--- config.mk ---
export PLATFORM = sky130hd
export DESIGN_NAME = spoc_perm_sequencer
export DESIGN_NICKNAME = d
export VERILOG_FILES = /design/src/rtl/spoc_pkg.sv /design/src/rtl/spoc_lfsr6.sv /design/src/rtl/spoc_perm_sequencer.sv
export SDC_FILE = /design/constraint.sdc
export NUM_CORES = 1
export LEC_CHECK = 0
export ABC_CLOCK_PERIOD_IN_PS = 3000
export BUFFER_PORTS_ARGS = -buffer_cell sky130_fd_sc_hd__buf_2
export CAP_MARGIN = 10
export CORE_ASPECT_RATIO = 0.8
export CORE_MARGIN = 4
export CORE_UTILIZATION = 25
export DETAILED_ROUTE_END_ITERATION = 10
export SETUP_SLACK_MARGIN = 0.05
export SLEW_MARGIN = 20
export SYNTH_ARGS = -nofsm -noshare
export SYNTH_HDL_FRONTEND = slang
export SYNTH_SLANG_ARGS = --single-unit
--- constraint.sdc ---
create_clock -name clk -period 3 [get_ports clk]
set_input_delay 0.9 -clock clk [delete_from_list [all_inputs] [get_ports clk]]
set_output_delay 0.9 -clock clk [all_outputs]
set_load 0.03 [all_outputs]
--- src/rtl/spoc_pkg.sv ---
// Shared definitions for the SpoC-64 permutation sequencer: FSM encoding,
// LFSR seeds and taps, default permutation geometry.
package spoc_pkg;

    typedef enum logic [1:0] {
        StIdle = 2'd0,
        StRun  = 2'd1,
        StDone = 2'd2
    } perm_state_e;

    localparam logic [5:0] RC_SEED = 6'h3F;
    localparam logic [5:0] SC_SEED = 6'h07;

    // Feedback taps: new bit = b5 ^ b4, shifted in at bit 0
    localparam int unsigned LFSR_TAP_HI = 5;
    localparam int unsigned LFSR_TAP_LO = 4;

    localparam int unsigned NUM_STEPS_DEFAULT       = 18;
    localparam int unsigned ROUNDS_PER_STEP_DEFAULT = 6;

    function automatic logic [5:0] lfsr6_next(input logic [5:0] s);
        return {s[4:0], s[LFSR_TAP_HI] ^ s[LFSR_TAP_LO]};
    endfunction

endpackage

--- src/rtl/spoc_lfsr6.sv ---
// 6-bit Fibonacci LFSR with synchronous load and a step enable that
// advances the register STEPS_PER_EN shifts per enabled cycle.
module spoc_lfsr6
    import spoc_pkg::*;
#(
    parameter int unsigned STEPS_PER_EN = 1,
    parameter logic [5:0]  SEED         = RC_SEED
) (
    input  logic       clk,
    input  logic       rst,
    input  logic       load,
    input  logic       step,
    output logic [5:0] state
);

    logic [5:0] state_q, state_d, adv;

    // Next state: load wins over step; step applies STEPS_PER_EN shifts
    always_comb begin
        adv = state_q;
        for (int unsigned i = 0; i < STEPS_PER_EN; i++) begin
            adv = lfsr6_next(adv);
        end
        state_d = state_q;
        if (load) begin
            state_d = SEED;
        end else if (step) begin
            state_d = adv;
        end
    end

    // LFSR register, seeded on reset
    always_ff @(posedge clk or posedge rst) begin
        if (rst) begin
            state_q <= SEED;
        end else begin
            state_q <= state_d;
        end
    end

    assign state = state_q;

endmodule

--- src/rtl/spoc_perm_sequencer.sv ---
// Round/step sequencer for the sLiSCP-light-192 permutation of SpoC-64.
// Drives round enables, indices and round/step constants; done is the
// controller's perm_done. Optional macro SPOC_PERM_ABORT_EN adds an abort input.
module spoc_perm_sequencer
    import spoc_pkg::*;
#(
    parameter int unsigned NUM_STEPS       = NUM_STEPS_DEFAULT,
    parameter int unsigned ROUNDS_PER_STEP = ROUNDS_PER_STEP_DEFAULT,
    parameter int unsigned UNROLL          = 1
) (
    input  logic              clk,
    input  logic              rst,
`ifdef SPOC_PERM_ABORT_EN
    input  logic              abort,
`endif
    input  logic              start,
    output logic              busy,
    output logic              done,
    output logic              en_round,
    output logic              step_last,
    output logic [2:0]        round_idx,
    output logic [4:0]        step_idx,
    output logic [UNROLL-1:0] rc,
    output logic [5:0]        sc
);

    if (UNROLL == 0 || UNROLL > ROUNDS_PER_STEP || (ROUNDS_PER_STEP % UNROLL) != 0) begin : g_bad_unroll
        $error("UNROLL must divide ROUNDS_PER_STEP");
    end
    if (ROUNDS_PER_STEP == 0 || ROUNDS_PER_STEP > 8) begin : g_bad_rounds
        $error("ROUNDS_PER_STEP must fit a 3-bit round index");
    end
    if (NUM_STEPS == 0 || NUM_STEPS > 32) begin : g_bad_steps
        $error("NUM_STEPS must fit a 5-bit step index");
    end

    localparam logic [2:0] RoundStep = 3'(UNROLL);
    localparam logic [2:0] RoundLast = 3'(ROUNDS_PER_STEP - UNROLL);
    localparam logic [4:0] StepLast  = 5'(NUM_STEPS - 1);

    perm_state_e state_q, state_d;
    logic [2:0]  round_idx_q, round_idx_d;
    logic [4:0]  step_idx_q, step_idx_d;
    logic        reload, rc_step, sc_step, abort_req;
    logic        busy_d, done_d, en_round_d, step_last_d;
    logic        busy_q, done_q, en_round_q, step_last_q;
    logic [5:0]  rc_state, sc_state, rc_walk;

`ifdef SPOC_PERM_ABORT_EN
    assign abort_req = abort;
`else
    assign abort_req = 1'b0;
`endif

    // State and index registers
    always_ff @(posedge clk or posedge rst) begin
        if (rst) begin
            state_q     <= StIdle;
            round_idx_q <= '0;
            step_idx_q  <= '0;
        end else begin
            state_q     <= state_d;
            round_idx_q <= round_idx_d;
            step_idx_q  <= step_idx_d;
        end
    end

    // Next-state, index and LFSR control
    always_comb begin
        state_d     = state_q;
        round_idx_d = round_idx_q;
        step_idx_d  = step_idx_q;
        reload      = 1'b0;
        rc_step     = 1'b0;
        sc_step     = 1'b0;
        unique case (state_q)
            StIdle: begin
                if (start) begin
                    reload      = 1'b1;
                    round_idx_d = '0;
                    step_idx_d  = '0;
                    state_d     = StRun;
                end
            end
            StRun: begin
                rc_step = 1'b1;
                if (round_idx_q == RoundLast) begin
                    round_idx_d = '0;
                    sc_step     = 1'b1;
                    if (step_idx_q == StepLast) begin
                        step_idx_d = '0;
                        state_d    = StDone;
                    end else begin
                        step_idx_d = step_idx_q + 5'd1;
                    end
                end else begin
                    round_idx_d = round_idx_q + RoundStep;
                end
            end
            StDone: begin
                // start here chains straight into the next run with no bubble
                if (start) begin
                    reload      = 1'b1;
                    round_idx_d = '0;
                    step_idx_d  = '0;
                    state_d     = StRun;
                end else begin
                    state_d = StIdle;
                end
            end
            default: state_d = StIdle;
        endcase
        if (abort_req) begin
            state_d     = StIdle;
            round_idx_d = '0;
            step_idx_d  = '0;
            reload      = 1'b0;
            rc_step     = 1'b0;
            sc_step     = 1'b0;
        end
    end

    // Outputs decoded from next state so they are registered with it
    always_comb begin
        busy_d      = (state_d != StIdle);
        done_d      = (state_d == StDone);
        en_round_d  = (state_d == StRun);
        step_last_d = en_round_d && (round_idx_d == RoundLast);
    end

    // Output registers
    always_ff @(posedge clk or posedge rst) begin
        if (rst) begin
            busy_q      <= 1'b0;
            done_q      <= 1'b0;
            en_round_q  <= 1'b0;
            step_last_q <= 1'b0;
        end else begin
            busy_q      <= busy_d;
            done_q      <= done_d;
            en_round_q  <= en_round_d;
            step_last_q <= step_last_d;
        end
    end

    spoc_lfsr6 #(
        .STEPS_PER_EN (UNROLL),
        .SEED         (RC_SEED)
    ) u_rc_lfsr (
        .clk   (clk),
        .rst   (rst),
        .load  (reload),
        .step  (rc_step),
        .state (rc_state)
    );

    spoc_lfsr6 #(
        .STEPS_PER_EN (1),
        .SEED         (SC_SEED)
    ) u_sc_lfsr (
        .clk   (clk),
        .rst   (rst),
        .load  (reload),
        .step  (sc_step),
        .state (sc_state)
    );

    // rc[i] is the bit sitting in position 0 after i shifts of the rc LFSR
    always_comb begin
        rc_walk = rc_state;
        rc      = '0;
        for (int unsigned i = 0; i < UNROLL; i++) begin
            rc[i]   = rc_walk[0];
            rc_walk = lfsr6_next(rc_walk);
        end
    end

    assign busy      = busy_q;
    assign done      = done_q;
    assign en_round  = en_round_q;
    assign step_last = step_last_q;
    assign round_idx = round_idx_q;
    assign step_idx  = step_idx_q;
    assign sc        = sc_state;

endmodule

==> impl_metrics.csv <==
group,metric,value,unit
outcome,status,"finished clean",
cts,cts-resized-gates,0,
worst_setup_path,reg2reg_from,"state_q[0]$_DFF_PP0_",
pwr,cellPowerDensity,1140,nW/um^2
detailed_routing,drc,0,
worst_setup_path,path_max_fanout,17,
synth,yosys.area.top_type,"dfrtp_1",
global_route,gr-usage-all-layers,0.0937,
worst_setup_path,crit_arrival,2.11,ns
worst_setup_path,path_delay_family,"simple AND/OR/NAND/NOR gates",
sta,slew-limit-headroom,0.384,
synth,syn-num-nets,110,
sta,hold_viol,0,
global_route,grt_pass1_wl,4.32,mm
die,die_area,5730,um^2
pwr,power.internal,883,uW
detailed_routing,drt-initial-drc-count,49,
cells_and_area,final_common_cell,"buf_2",
cells_and_area,drive_above_1_share,0.291,
worst_setup_path,cpPeakStageDelay,0.62,ns
detailed_routing,vias_per_cell,4.74,
cts,clock_latency,0.27,ns
pwr,power,1.55,mW
global_route,antenna_found_initial,0,
cts,cts.path.max_buffers,2,
sta,rsz0062_at_grt,"no",
worst_setup_path,path_buf_inv,0,
sta,setup_violations,0,
die,die_y,68.5,um
sta,tightest_slew,0.923,ns
cts,holdBufCountCts,0,
global_route,grt-ovfl-total,0,
flow_run,maxCapViolCount,0,
die,io_pins,22,
worst_hold_path,worstHoldPathType,"reg -> reg",
synth,yosysSeqAreaShare,0.579,
worst_hold_path,hp-start,"u_sc_lfsr.state[1]$_DFFE_PP1P_",
worst_setup_path,cp_slowest_cell,"dfrtp_1",
cells_and_area,stdcell_count,184,
synth,ys_ff_latch,26,
sta,finalCritPeriodShare,0.651,
detailed_routing,wire_per_inst,13.5,um
pwr,switchingPower,665,uW
cts,root_buffer,"clkbuf_8",
synth,synthDistinctLibCells,34,
cts,path_clk_slew,0.09,ns
worst_hold_path,min_to,"u_sc_lfsr.state[2]$_DFFE_PP1P_",
die,die_x,83.6,um
place,dp.cells,180,
pwr,pwr-share-comb,0.417,
cells_and_area,final_cell_mix,"buf_2 (21), dfrtp_1 (17), nand2_1 (14), dfstp_2 (9), nand3_1 (7)",
cts,postCtsSetupRepairBufs,0,
cts,numCtsBuffers,3,
worst_setup_path,rr_endpoint,"step_idx[3]$_DFFE_PP0P_",
synth,synth_top_area_share,0.372,
detailed_routing,drt_wl_total,2.48,mm
worst_setup_path,path_cells,"nand2b_4 -> or2_1 -> o211a_1 -> a311o_1",
synth,yosys_warnings,0,
synth,syn_area,1140,um^2
worst_setup_path,worstSetupPathType,"reg -> reg",
global_route,grt_max_degree,26,
pwr,leakage,0.603,nW
sta,tns,0,ns
place,io_buffers,21,
place,gp_congestion,0.820,
pwr,pwr-share-seq,0.437,
worst_setup_path,startpoint_type,"register",
pwr,peakVddDrop,0.325,mV
sta,slew_viol_final,0,
synth,synthFlopType,"dfrtp_1",
synth,synthTopCellsByArea,"dfrtp_1 (37%), dfstp_2 (21%), nand2_1 (4.6%)",
cts,h-tree-depth,1,
worst_setup_path,required,3.15,ns
sta,max_freq,512,MHz
die,core.rowCount,21,
pwr,switching_share,0.430,
cts,cts_tree,"yes",
sta,clock_skew,0.00182,ns
global_route,grt_pass1_vias,889,
pwr,clockPowerShare,0.145,
synth,async_flop_share,1.00,
detailed_routing,dr_total_vias,872,
worst_setup_path,r2r_slack,1.05,ns
synth,syn_inst,105,
worst_setup_path,worstRegToRegCells,4,
worst_hold_path,whs_path_depth,2,
cts,clock_sinks,26,
cells_and_area,final_nets,133,
cells_and_area,diodes,0,
worst_setup_path,end_kind,"register",
synth,synth_edf_count,0,
place,dpl.hpwl,1.79,mm
sta,finalCriticalPeriod,1.95,ns
detailed_routing,firstDrtPassIters,3,
die,core_area,4310,um^2
synth,avgSynthCellArea,10.9,um^2
detailed_routing,ant_nets,0,
cells_and_area,syn_to_final_growth,18.8,%
die,start_util,0.265,
registers in the layout (all words and copies together) (netlist names):
| register | flops |
|---|---|
| busy | 1 |
| done | 1 |
| en_round | 1 |
| round_idx | 3 |
| state_q | 2 |
| step_idx | 5 |
| step_last | 1 |
| u_rc_lfsr.state | 6 |
| u_sc_lfsr.state | 6 |
worst min-delay path: stages (launching register included):
cell     delay [ns]
dfstp_2        0.38
nand2_1        0.05
nand3_1        0.07
worst max-delay path by stage:
stage,startpoint,endpoint,slack (ns),cells past startpoint
after floorplan,round_idx[1]$_DFF_PP0_,step_idx[4]$_DFFE_PP0P_,1.30,5
after global placement,start,round_idx[1]$_DFF_PP0_,1.13,5
after detailed placement,start,round_idx[1]$_DFF_PP0_,1.06,5
after CTS,u_sc_lfsr.state[0]$_DFFE_PP1P_,sc[0],1.06,1
after global routing,state_q[0]$_DFF_PP0_,step_idx[4]$_DFFE_PP0P_,0.91,4
final,state_q[0]$_DFF_PP0_,step_idx[3]$_DFFE_PP0P_,1.05,4
power by group through the flow:
stage                     clock (mW)  sequential, mW  combinational, mW
after CTS                      0.233           0.675              0.656
after global routing           0.246           0.703              0.717
after global placement             0           0.672              0.641
after detailed placement           0           0.680              0.655
after floorplan                    0           0.839              0.309
final                          0.225           0.677              0.646
cell usage after synthesis, types with 2 or more instances:
cell type / instances
dfstp_2: 9
mux2i_1: 2
nand3_1: 7
nor4_1: 2
o211ai_1: 2
nor3_1: 3
nor2_1: 6
a21o_1: 2
a21oi_1: 5
inv_1: 6
ha_1: 2
o22a_1: 4
nor4b_1: 2
clkbuf_1: 2
dfrtp_1: 17
o21ai_0: 3
nand2_1: 14
metal layers:
layer	up-vias	share of wire	track usage
met2	14	0.46	0.152
met3	2	0.057	0.0297
met5	-	0	0
met4	0	0.0040	0.0321
met1	432	0.48	0.120
li1	424	-	-
stage by stage:
stage	instance area [um^2]	setup WS [ns]	util	hold slack, ns
after floorplan	1140	1.30	-	0.497
after global placement	1300	1.13	0.303	0.480
after detailed placement	1300	1.06	0.303	0.492
after CTS	1360	1.06	0.315	0.516
after global routing	1360	0.910	0.315	0.534
final	1360	1.05	0.315	0.509
cell families (layout without fill, tap and decap cells):
logic type | Yosys count | in the layout | synth area share
buffers and inverters | 10 | 32 | 0.0405
muxes | 3 | 3 | 0.0274
adders and majority gates | 2 | 2 | 0.0219
DFF | 26 | 26 | 0.579
xor gates and xnor gates | 2 | 2 | 0.0153
AOI/OAI and AO/OA | 22 | 22 | 0.135
and+or+nand+nor | 40 | 40 | 0.182
cell type report:
cell class	count	area [um^2]
multi-input combinational	69	435
fill	452	2950
clock buffer	4	55.1
timing repair buffer	22	113
inverter	6	22.5
tap	57	71.3
sequential	26	662
No activity file was read; power rests on OpenSTA's default activity.
